$ cat config.mk
export PLATFORM = sky130hd
export DESIGN_NAME = cic_comp_decimator
export DESIGN_NICKNAME = d
export VERILOG_FILES = /design/src/rtl/cic_comp_decimator_pkg.sv /design/src/rtl/cic_comp_decimator_mac.sv /design/src/rtl/cic_comp_decimator.sv
export SDC_FILE = /design/constraint.sdc
export NUM_CORES = 2
export LEC_CHECK = 0
export ABC_AREA = 1
export BUFFER_PORTS_ARGS = -buffer_cell sky130_fd_sc_hd__buf_2
export CAP_MARGIN = 10
export CORE_UTILIZATION = 50
export CTS_CLUSTER_SIZE = 28
export DETAILED_ROUTE_END_ITERATION = 6
export GPL_ROUTABILITY_DRIVEN = 1
export PLACE_DENSITY = 0.69
export SLEW_MARGIN = 15
export SYNTH_ARGS = -nofsm -noshare
export SYNTH_HDL_FRONTEND = slang
export SYNTH_SLANG_ARGS = --single-unit
$ cat constraint.sdc
create_clock -name clk -period 16.3 [get_ports clk]
set_input_delay 3.26 -clock clk [delete_from_list [all_inputs] [get_ports clk]]
set_output_delay 3.26 -clock clk [all_outputs]
set_load 0.03 [all_outputs]
$ cat src/rtl/cic_comp_decimator_pkg.sv
// Shared types and constants for the CIC droop-compensation decimating FIR.
// The default table is a mild compensator: 0.75 centre tap flanked by -0.125 taps.
package cic_comp_decimator_pkg;

  typedef enum logic [1:0] {
    IDLE = 2'd0,
    MAC  = 2'd1,
    OUT  = 2'd2
  } state_e;

  function automatic int acc_width(input int w, input int cw, input int taps);
    return w + cw + $clog2(taps);
  endfunction

  function automatic int default_coef(input int k, input int taps, input int cw);
    int centre;
    centre = taps / 2;
    if (k == centre) begin
      return (2 ** (cw - 2)) + (2 ** (cw - 3));
    end else if ((k == centre - 1) || (k == centre + 1)) begin
      return -(2 ** (cw - 4));
    end else begin
      return 0;
    end
  endfunction

endpackage

$ cat src/rtl/cic_comp_decimator_mac.sv
// Single multiplier-accumulator for the compensation FIR, with round-half-up
// and saturation of the final sum back to the W-bit output format.
module cic_comp_mac
  #(parameter int W  = 16,
    parameter int CW = 16,
    parameter int AW = 35)
  (input  logic                 clk,
   input  logic                 rst,
   input  logic                 clr_i,
   input  logic                 en_i,
   input  logic                 done_i,
   input  logic signed [W-1:0]  x_i,
   input  logic signed [CW-1:0] c_i,
   output logic signed [W-1:0]  y_o,
   output logic                 vld_o);

  localparam int SW = AW - CW + 2;
  localparam logic signed [AW:0]   RND  = (AW+1)'(2 ** (CW - 2));
  localparam logic signed [SW-1:0] SMAX = SW'((2 ** (W - 1)) - 1);
  localparam logic signed [SW-1:0] SMIN = SW'(-(2 ** (W - 1)));

  logic signed [W+CW-1:0] prod_s;
  logic signed [AW-1:0]   acc_q, acc_d;
  logic signed [W-1:0]    y_q;
  logic                   vld_q;

  function automatic logic signed [W-1:0] round_sat(input logic signed [AW-1:0] a);
    logic signed [AW:0]   r;
    logic signed [SW-1:0] s;
    r = a + RND;
    s = r[AW:CW-1];
    if (s > SMAX) begin
      return SMAX[W-1:0];
    end else if (s < SMIN) begin
      return SMIN[W-1:0];
    end else begin
      return s[W-1:0];
    end
  endfunction

  assign prod_s = $signed({{CW{x_i[W-1]}}, x_i}) * $signed({{W{c_i[CW-1]}}, c_i});

  // Accumulator next value: sign-extended product added to the running sum.
  always_comb begin
    acc_d = acc_q + {{(AW-W-CW){prod_s[W+CW-1]}}, prod_s};
  end

  // Accumulator and rounded output registers.
  always_ff @(posedge clk) begin
    if (rst) begin
      acc_q <= '0;
      y_q   <= '0;
      vld_q <= 1'b0;
    end else begin
      vld_q <= done_i;
      if (done_i) begin
        y_q <= round_sat(acc_q);
      end
      if (clr_i) begin
        acc_q <= '0;
      end else if (en_i) begin
        acc_q <= acc_d;
      end
    end
  end

  assign y_o   = y_q;
  assign vld_o = vld_q;

endmodule

$ cat src/rtl/cic_comp_decimator.sv
// CIC droop-compensation FIR with decimate-by-2: circular delay line, loadable
// coefficients and one time-multiplexed MAC that runs once per pair of samples.
module cic_comp_decimator
  import cic_comp_decimator_pkg::*;
  #(parameter int W    = 16,
    parameter int CW   = 16,
    parameter int TAPS = 15)
  (input  logic                     clk,
   input  logic                     rst,
   input  logic                     eni,
   input  logic [W-1:0]             in,
   input  logic                     coef_we,
   input  logic [$clog2(TAPS)-1:0]  coef_addr,
   input  logic [CW-1:0]            coef_data,
   output logic                     eno,
   output logic [W-1:0]             out,
   output logic                     busy,
   output logic                     ovf);

  localparam int AW = acc_width(W, CW, TAPS);
  localparam int PW = $clog2(TAPS);

  logic signed [W-1:0]  dly_q  [TAPS];
  logic signed [CW-1:0] coef_q [TAPS];
  logic [PW-1:0]        wr_ptr_q, rd_ptr_q, tap_q;
  logic                 phase_q, ovf_q, busy_q;
  state_e               state_q, state_d;
  logic                 start_s, mac_clr_s, mac_en_s, mac_done_s;
  logic signed [W-1:0]  y_s;
  logic                 vld_s;

  assign start_s = eni & phase_q;

  // Next-state and MAC control decode.
  always_comb begin
    state_d    = state_q;
    mac_clr_s  = 1'b0;
    mac_en_s   = 1'b0;
    mac_done_s = 1'b0;
    case (state_q)
      IDLE: begin
        if (start_s) begin
          state_d   = MAC;
          mac_clr_s = 1'b1;
        end else begin
          state_d = IDLE;
        end
      end
      MAC: begin
        mac_en_s = 1'b1;
        if (tap_q == PW'(TAPS - 1)) begin
          state_d = OUT;
        end else begin
          state_d = MAC;
        end
      end
      OUT: begin
        mac_done_s = 1'b1;
        state_d    = IDLE;
      end
      default: begin
        state_d = IDLE;
      end
    endcase
  end

  // State and busy registers.
  always_ff @(posedge clk) begin
    if (rst) begin
      state_q <= IDLE;
      busy_q  <= 1'b0;
    end else begin
      state_q <= state_d;
      busy_q  <= (state_d != IDLE);
    end
  end

  // Delay line, pointers, coefficient store and overrun flag.
  always_ff @(posedge clk) begin
    if (rst) begin
      wr_ptr_q <= '0;
      rd_ptr_q <= '0;
      tap_q    <= '0;
      phase_q  <= 1'b0;
      ovf_q    <= 1'b0;
      for (int i = 0; i < TAPS; i++) begin
        dly_q[i]  <= '0;
        coef_q[i] <= CW'(default_coef(i, TAPS, CW));
      end
    end else begin
      if (eni) begin
        dly_q[wr_ptr_q] <= in;
        wr_ptr_q        <= (wr_ptr_q == PW'(TAPS - 1)) ? '0 : wr_ptr_q + PW'(1);
        phase_q         <= ~phase_q;
      end
      // A start that lands while busy is dropped, only flagged.
      if (start_s && busy_q) begin
        ovf_q <= 1'b1;
      end
      if ((state_q == IDLE) && start_s) begin
        rd_ptr_q <= wr_ptr_q;
        tap_q    <= '0;
      end else if (state_q == MAC) begin
        rd_ptr_q <= (rd_ptr_q == '0) ? PW'(TAPS - 1) : rd_ptr_q - PW'(1);
        tap_q    <= tap_q + PW'(1);
      end
      if (coef_we && !busy_q && (coef_addr < PW'(TAPS))) begin
        coef_q[coef_addr] <= coef_data;
      end
    end
  end

  cic_comp_mac #(.W(W), .CW(CW), .AW(AW)) u_mac (
    .clk    (clk),
    .rst    (rst),
    .clr_i  (mac_clr_s),
    .en_i   (mac_en_s),
    .done_i (mac_done_s),
    .x_i    (dly_q[rd_ptr_q]),
    .c_i    (coef_q[tap_q]),
    .y_o    (y_s),
    .vld_o  (vld_s)
  );

  assign eno  = vld_s;
  assign out  = y_s;
  assign busy = busy_q;
  assign ovf  = ovf_q;

endmodule

== Word level (Yosys, flattened, before mapping) ==
Memory sizes are Yosys's and may differ from the RTL's. A register that Yosys moved wholly into a read port is not among the register bits.
Index checks and enable logic that the tools add are counted.

* Flip-flop bits (word level): 70
* RAM bits: 480
* Input port bits: 40
* Memories: 2

{| class="wikitable"
|+ Memory list
! memory !! words !! width !! rd ports !! clocked after memory_dff !! wr ports !! line !! source
|-
| coef_q || 15 || 16 || 1 || 1 || 15 || cic_comp_decimator.sv:24 || <nowiki>logic signed [CW-1:0] coef_q [TAPS];</nowiki>
|-
| dly_q || 15 || 16 || 1 || 1 || 15 || cic_comp_decimator.sv:23 || <nowiki>logic signed [W-1:0] dly_q [TAPS];</nowiki>
|}

* Add/subtract/negate cells: 5
* $mul: 1
* Magnitude comparators: 3
* Equality and inequality tests: 4
* Mux-type cells: 34
* Bitwise operators: 2
* Reductions and logical operators: 13

{| class="wikitable"
|+ Operators by type and width
! kind !! number
|-
| 16-bit 2-to-1 mux || 7
|-
| 4-bit 2-to-1 mux || 10
|-
| 36-bit by 16-bit adder with 37-bit output (second input constant) || 1
|-
| 36-bit adder || 1
|-
| 16-bit by 16-bit multiplier with 32-bit output || 1
|-
| 16-bit OR reduction || 2
|-
| 22-bit by 16-bit greater-than comparator with 1-bit output (second input constant) || 1
|-
| 22-bit by 16-bit < comparator with 1-bit output (second input constant) || 1
|-
| 1-bit 2-to-1 mux || 15
|-
| 4-bit by 1-bit adder with 4-bit output (second input constant) || 2
|-
| 4-bit equality test (second input constant) || 2
|-
| 1-bit logical AND || 4
|-
| 4-bit zero test || 1
|-
| 4-bit < comparator (second input constant) || 1
|-
| 2-bit case mux with 2 select lines || 1
|-
| 2-bit nonzero test || 2
|-
| 2-bit OR reduction || 2
|-
| 4-bit by 1-bit subtractor with 4-bit output (second input constant) || 1
|-
| 2-bit by 1-bit equality test with 1-bit output (second input constant) || 1
|-
| 2-bit equality test (second input constant) || 1
|-
| 2-bit zero test || 1
|-
| 2-bit 2-to-1 mux || 1
|-
| 1-bit AND || 1
|-
| 1-bit zero test || 1
|-
| 1-bit NOT || 1
|}

== Logic depth before layout (Yosys ltp) ==
* Depth after elaboration: 8
* Depth in mapped cells: 51

== Modules after synthesis ==
From an unflattened synthesis, not the netlist that was laid out.

* Cells, all modules: 4879
* Area total of the unflattened synthesis: 40183.5 um^2

{| class="wikitable"
|+ Modules (own cells, without submodules)
! module !! instances !! cells an instance !! area each (um^2) !! sequential area each (um^2)
|-
| cic_comp_decimator || 1 || 2703 || 24873.9 || 15875.2
|-
| cic_comp_mac || 1 || 2176 || 15309.7 || 1061.0
|}

== Worst setup path before layout ==
No wires, ideal clock.

* Path kind: register to register
* From: register (tool-made name)
* To: register u_mac.acc_q[35]
* Arrival: 7553 ps
* Slack: 8637 ps
* Stages on the path, launching flop included: 43
* Path buffers: 4
* Period minus slack after synthesis: 7663 ps
* Cell sequence: dfxtp_1 -> buf_4 -> buf_4 -> buf_4 -> a21oi_1 -> o21ai_0 -> o211ai_1 -> o211ai_1 -> nand2_1 -> buf_4 -> nand2_1 -> fa_1 -> inv_1 -> fa_1 -> inv_1 -> fa_1 -> inv_1 -> fa_1 -> (+7 left out) -> nand3_1 -> nand3_1 -> a21oi_1 -> o21ai_0 -> a21oi_1 -> xor2_1 -> ha_1 -> nand2_1 -> nor2_1 -> nand2_1 -> nor2_1 -> nand3_1 -> nand3_1 -> nand3_1 -> nand3_1 -> nand2_1 -> inv_1 -> nor2_1

{| class="wikitable"
|+ RTL lines
! what !! line !! source
|-
| end signal, assigned || cic_comp_decimator_mac.sv:51 || <nowiki>acc_q <= '0;</nowiki>
|-
| end signal, assigned || cic_comp_decimator_mac.sv:60 || <nowiki>acc_q <= '0;</nowiki>
|-
| end signal, assigned || cic_comp_decimator_mac.sv:62 || <nowiki>acc_q <= acc_d;</nowiki>
|-
| end, declared || cic_comp_decimator_mac.sv:23 || <nowiki>logic signed [AW-1:0] acc_q, acc_d;</nowiki>
|}

==> flow_metrics.env <==
export IMPL_post_cts_buffers=0
export IMPL_num_vias=29097
export IMPL_hp_start="u_mac.y_o[15]"
export IMPL_holdBufCountCts=0
export IMPL_worstMarginPinSlew_ps=1090
export IMPL_grt_max_degree=87
export IMPL_dpl_cell_count=5230
export IMPL_grt_pass1_vias=28081
export IMPL_regToRegSetupSlack_ps=5880
export IMPL_worstSetupEndpointType="flip-flop"
export IMPL_n_antenna_cell=0
export IMPL_dp_hpwl_mm=70.8
export IMPL_gp_congestion=0.964
export IMPL_grt_busiest_layer="met2"
export IMPL_clock_latency_ps=630
export IMPL_die_area_mm2=0.0793
export IMPL_grt_pass1_wl_mm=158
export IMPL_synth_commonest_cells="inv_1 (790), nor2_1 (664), nand2_1 (636), edfxtp_1 (512), fa_1 (263)"
export IMPL_met3_usage_pct=3.74
export IMPL_status="completed"
export IMPL_ys_seq_area_share_pct=43.3
export IMPL_final_instance_count_excl_fill=5350
export IMPL_syn2layout_area_growth_pct=7.72
export IMPL_synth_most_common_cell="inv_1"
export IMPL_numCtsBuffers=66
export IMPL_tns_ps=0
export IMPL_viasPerCell=5.44
export IMPL_period_minus_slack_ps=10420
export IMPL_r2r_end="u_mac.acc_q[23]"
export IMPL_crit_type="reg -> reg"
export IMPL_layout_nets=4683
export IMPL_cts_resized=0
export IMPL_cts_buffer_depth=3
export IMPL_async_flop_share_pct=0
export IMPL_drt_iter0_markers=2696
export IMPL_yosysWarnings=0
export IMPL_ant_nets=0
export IMPL_drv_slew=0
export IMPL_slowest_stage="buf_4"
export IMPL_hold_path_cell_count=2
export IMPL_grt_usage_pct=25.9
export IMPL_antenna_found_initial=1
export IMPL_cts_tree="done"
export IMPL_netlist_area_mm2=0.0391
export IMPL_grt_util_met1_pct=35.3
export IMPL_synth_distinct_cells=46
export IMPL_use_met2_pct=42.4
export IMPL_routedWlPerCell_um=19.1
export IMPL_io_pin_count=59
export IMPL_hold_class="reg -> reg"
export IMPL_syn_avg_cell_area_um2=9.10
export IMPL_drive_gt1_share_pct=5.06
export IMPL_cpMostUsedCell="nand2_1"
export IMPL_post_route_period_util_pct=63.9
export IMPL_overflow=0
export IMPL_slowest_delay_ps=820
export IMPL_hold_slack_ps=470
export IMPL_synth_flop_cell="edfxtp_1"
export IMPL_synthCells=4297
export IMPL_synth_seq_cells=590
export IMPL_ctsRootBufferMaster="clkbuf_16"
export IMPL_yosysTopAreaCell="edfxtp_1"
export IMPL_max_freq_ghz=0.0959
export IMPL_rr_worst_depth=38
export IMPL_die_x_um=282
export IMPL_path_max_fanout=80
export IMPL_drc=0
export IMPL_cp_required_ps=16860
export IMPL_htreeDepth=3
export IMPL_skew_ps=31.4
export IMPL_first_pass_iters=6
export IMPL_die_y_um=282
export IMPL_port_buffers=58
export IMPL_clkSinkCount=590
export IMPL_worstPathArrival_ps=10990
export IMPL_rsz0062_at_grt="no"
export IMPL_synth_area_top_cells="edfxtp_1 (39%), fa_1 (13%), inv_1 (7.6%)"
export IMPL_row_count=102
export IMPL_synth_top_area_share_pct=39.3
export IMPL_setup_viol=0
export IMPL_wirelength_mm=102
export IMPL_clk_pin_slew_worst_paths_ps=70
export IMPL_min_to="u_mac.y_o[15]"
export IMPL_start_util_pct=50.5
export IMPL_final_hold_violation_count=0
export IMPL_critPathLaunchType="flip-flop"
export IMPL_max_cap_viol_count=0
export IMPL_slew_headroom_pct=27.5
export IMPL_fp_coreArea_mm2=0.0775
export IMPL_synth_edf_count=512
-- logic make-up after synthesis --
| group | synth area share [%] |
|---|---|
| compound gates | 9.48 |
| xor+xnor | 1.39 |
| flops | 43.3 |
| buf+inv | 10.1 |
| simple gates | 15.0 |
| other cells | 0.00959 |
| mux | 3.30 |
| fa+ha+maj | 17.4 |
-- layout make-up --
cell class / instances / area (µm²)
tap: 1040 / 1300
fill: 7015 / 35300
inverter: 800 / 3000
timing repair buffer: 81 / 463
clock buffer: 90 / 1800
clock inverter: 30 / 318
multi-input combinational: 2719 / 18300
sequential: 590 / 16900
-- placed cells by master, fill, tap and decap left out, types with 4 or more instances in the layout --
cell / Yosys / final
xnor2_1: 15 / 15
o21ai_1: 5 / 5
a21o_1: 5 / 5
nand2_1: 636 / 636
edfxtp_1: 512 / 512
nor3_1: 29 / 27
o21bai_1: 7 / 7
a21oi_1: 231 / 231
conb_1: 1 / 16
nor2_1: 664 / 663
fa_1: 263 / 263
xor2_1: 47 / 47
a21oi_2: 10 / 10
mux2i_1: 129 / 129
o21a_1: 4 / 4
nand3b_1: 4 / 4
nand3_1: 113 / 113
o211ai_1: 134 / 134
inv_2: 8 / 9
clkbuf_8: 0 / 4
inv_1: 790 / 789
nand4_1: 9 / 9
clkbuf_16: 0 / 67
nor3_2: 4 / 6
buf_2: 43 / 58
clkinv_1: 2 / 10
ha_1: 122 / 122
buf_4: 24 / 23
a31oi_1: 4 / 4
dfxtp_1: 78 / 74
clkinv_2: 0 / 11
o21ai_0: 240 / 240
clkbuf_1: 119 / 19
-- how the worst max path moves through the flow --
stage / from / end
floorplan: flip-flop / u_mac.acc_q[35]
global placement: flip-flop / u_mac.acc_q[23]
detailed placement: flip-flop / u_mac.acc_q[23]
CTS: flip-flop / u_mac.acc_q[23]
global route: flip-flop / u_mac.acc_q[25]
finish: flip-flop / u_mac.acc_q[23]
-- state kept, by name (all words and copies together), names as in the netlist, named ones only --
name and cells:
coef_q 256, dly_q 256, u_mac.acc_q 36, u_mac.y_o 16, rd_ptr_q 4, tap_q 4
wr_ptr_q 4, state_q 2, busy 1, ovf 1, phase_q 1, u_mac.vld_o 1
-- layer usage --
layer | vias up | wire, µm
li1 | 13668 | -
met1 | 14188 | 43600
met2 | 1034 | 48100
met3 | 205 | 7000
met4 | 2 | 3300
met5 | - | 11
-- per-stage QoR --
stage	cell area (µm²)	util [%]	setup WS, ps
6_report	42100	54.4	5880
3_3_place_gp	40000	51.6	6120
5_1_grt	42100	54.4	5350
3_5_place_dp	40000	51.6	6090
2_1_floorplan	39200	-	8640
4_1_cts	42100	54.4	6010
-- worst max-delay path: cells and delay by family (launching register included) --
| kind | cells | cell delay [ps] |
|---|---|---|
| adders and majority gates | 8 | 3850 |
| and+or+nand+nor | 13 | 2410 |
| DFF | 1 | 660 |
| muxes | 1 | 310 |
| buffers and inverters | 8 | 1270 |
| AOI/OAI and AO/OA | 8 | 1770 |
Power is left out: the tool's default activity adds up to more than one toggle a clock period on the data nets, which glitch-free logic cannot reach.
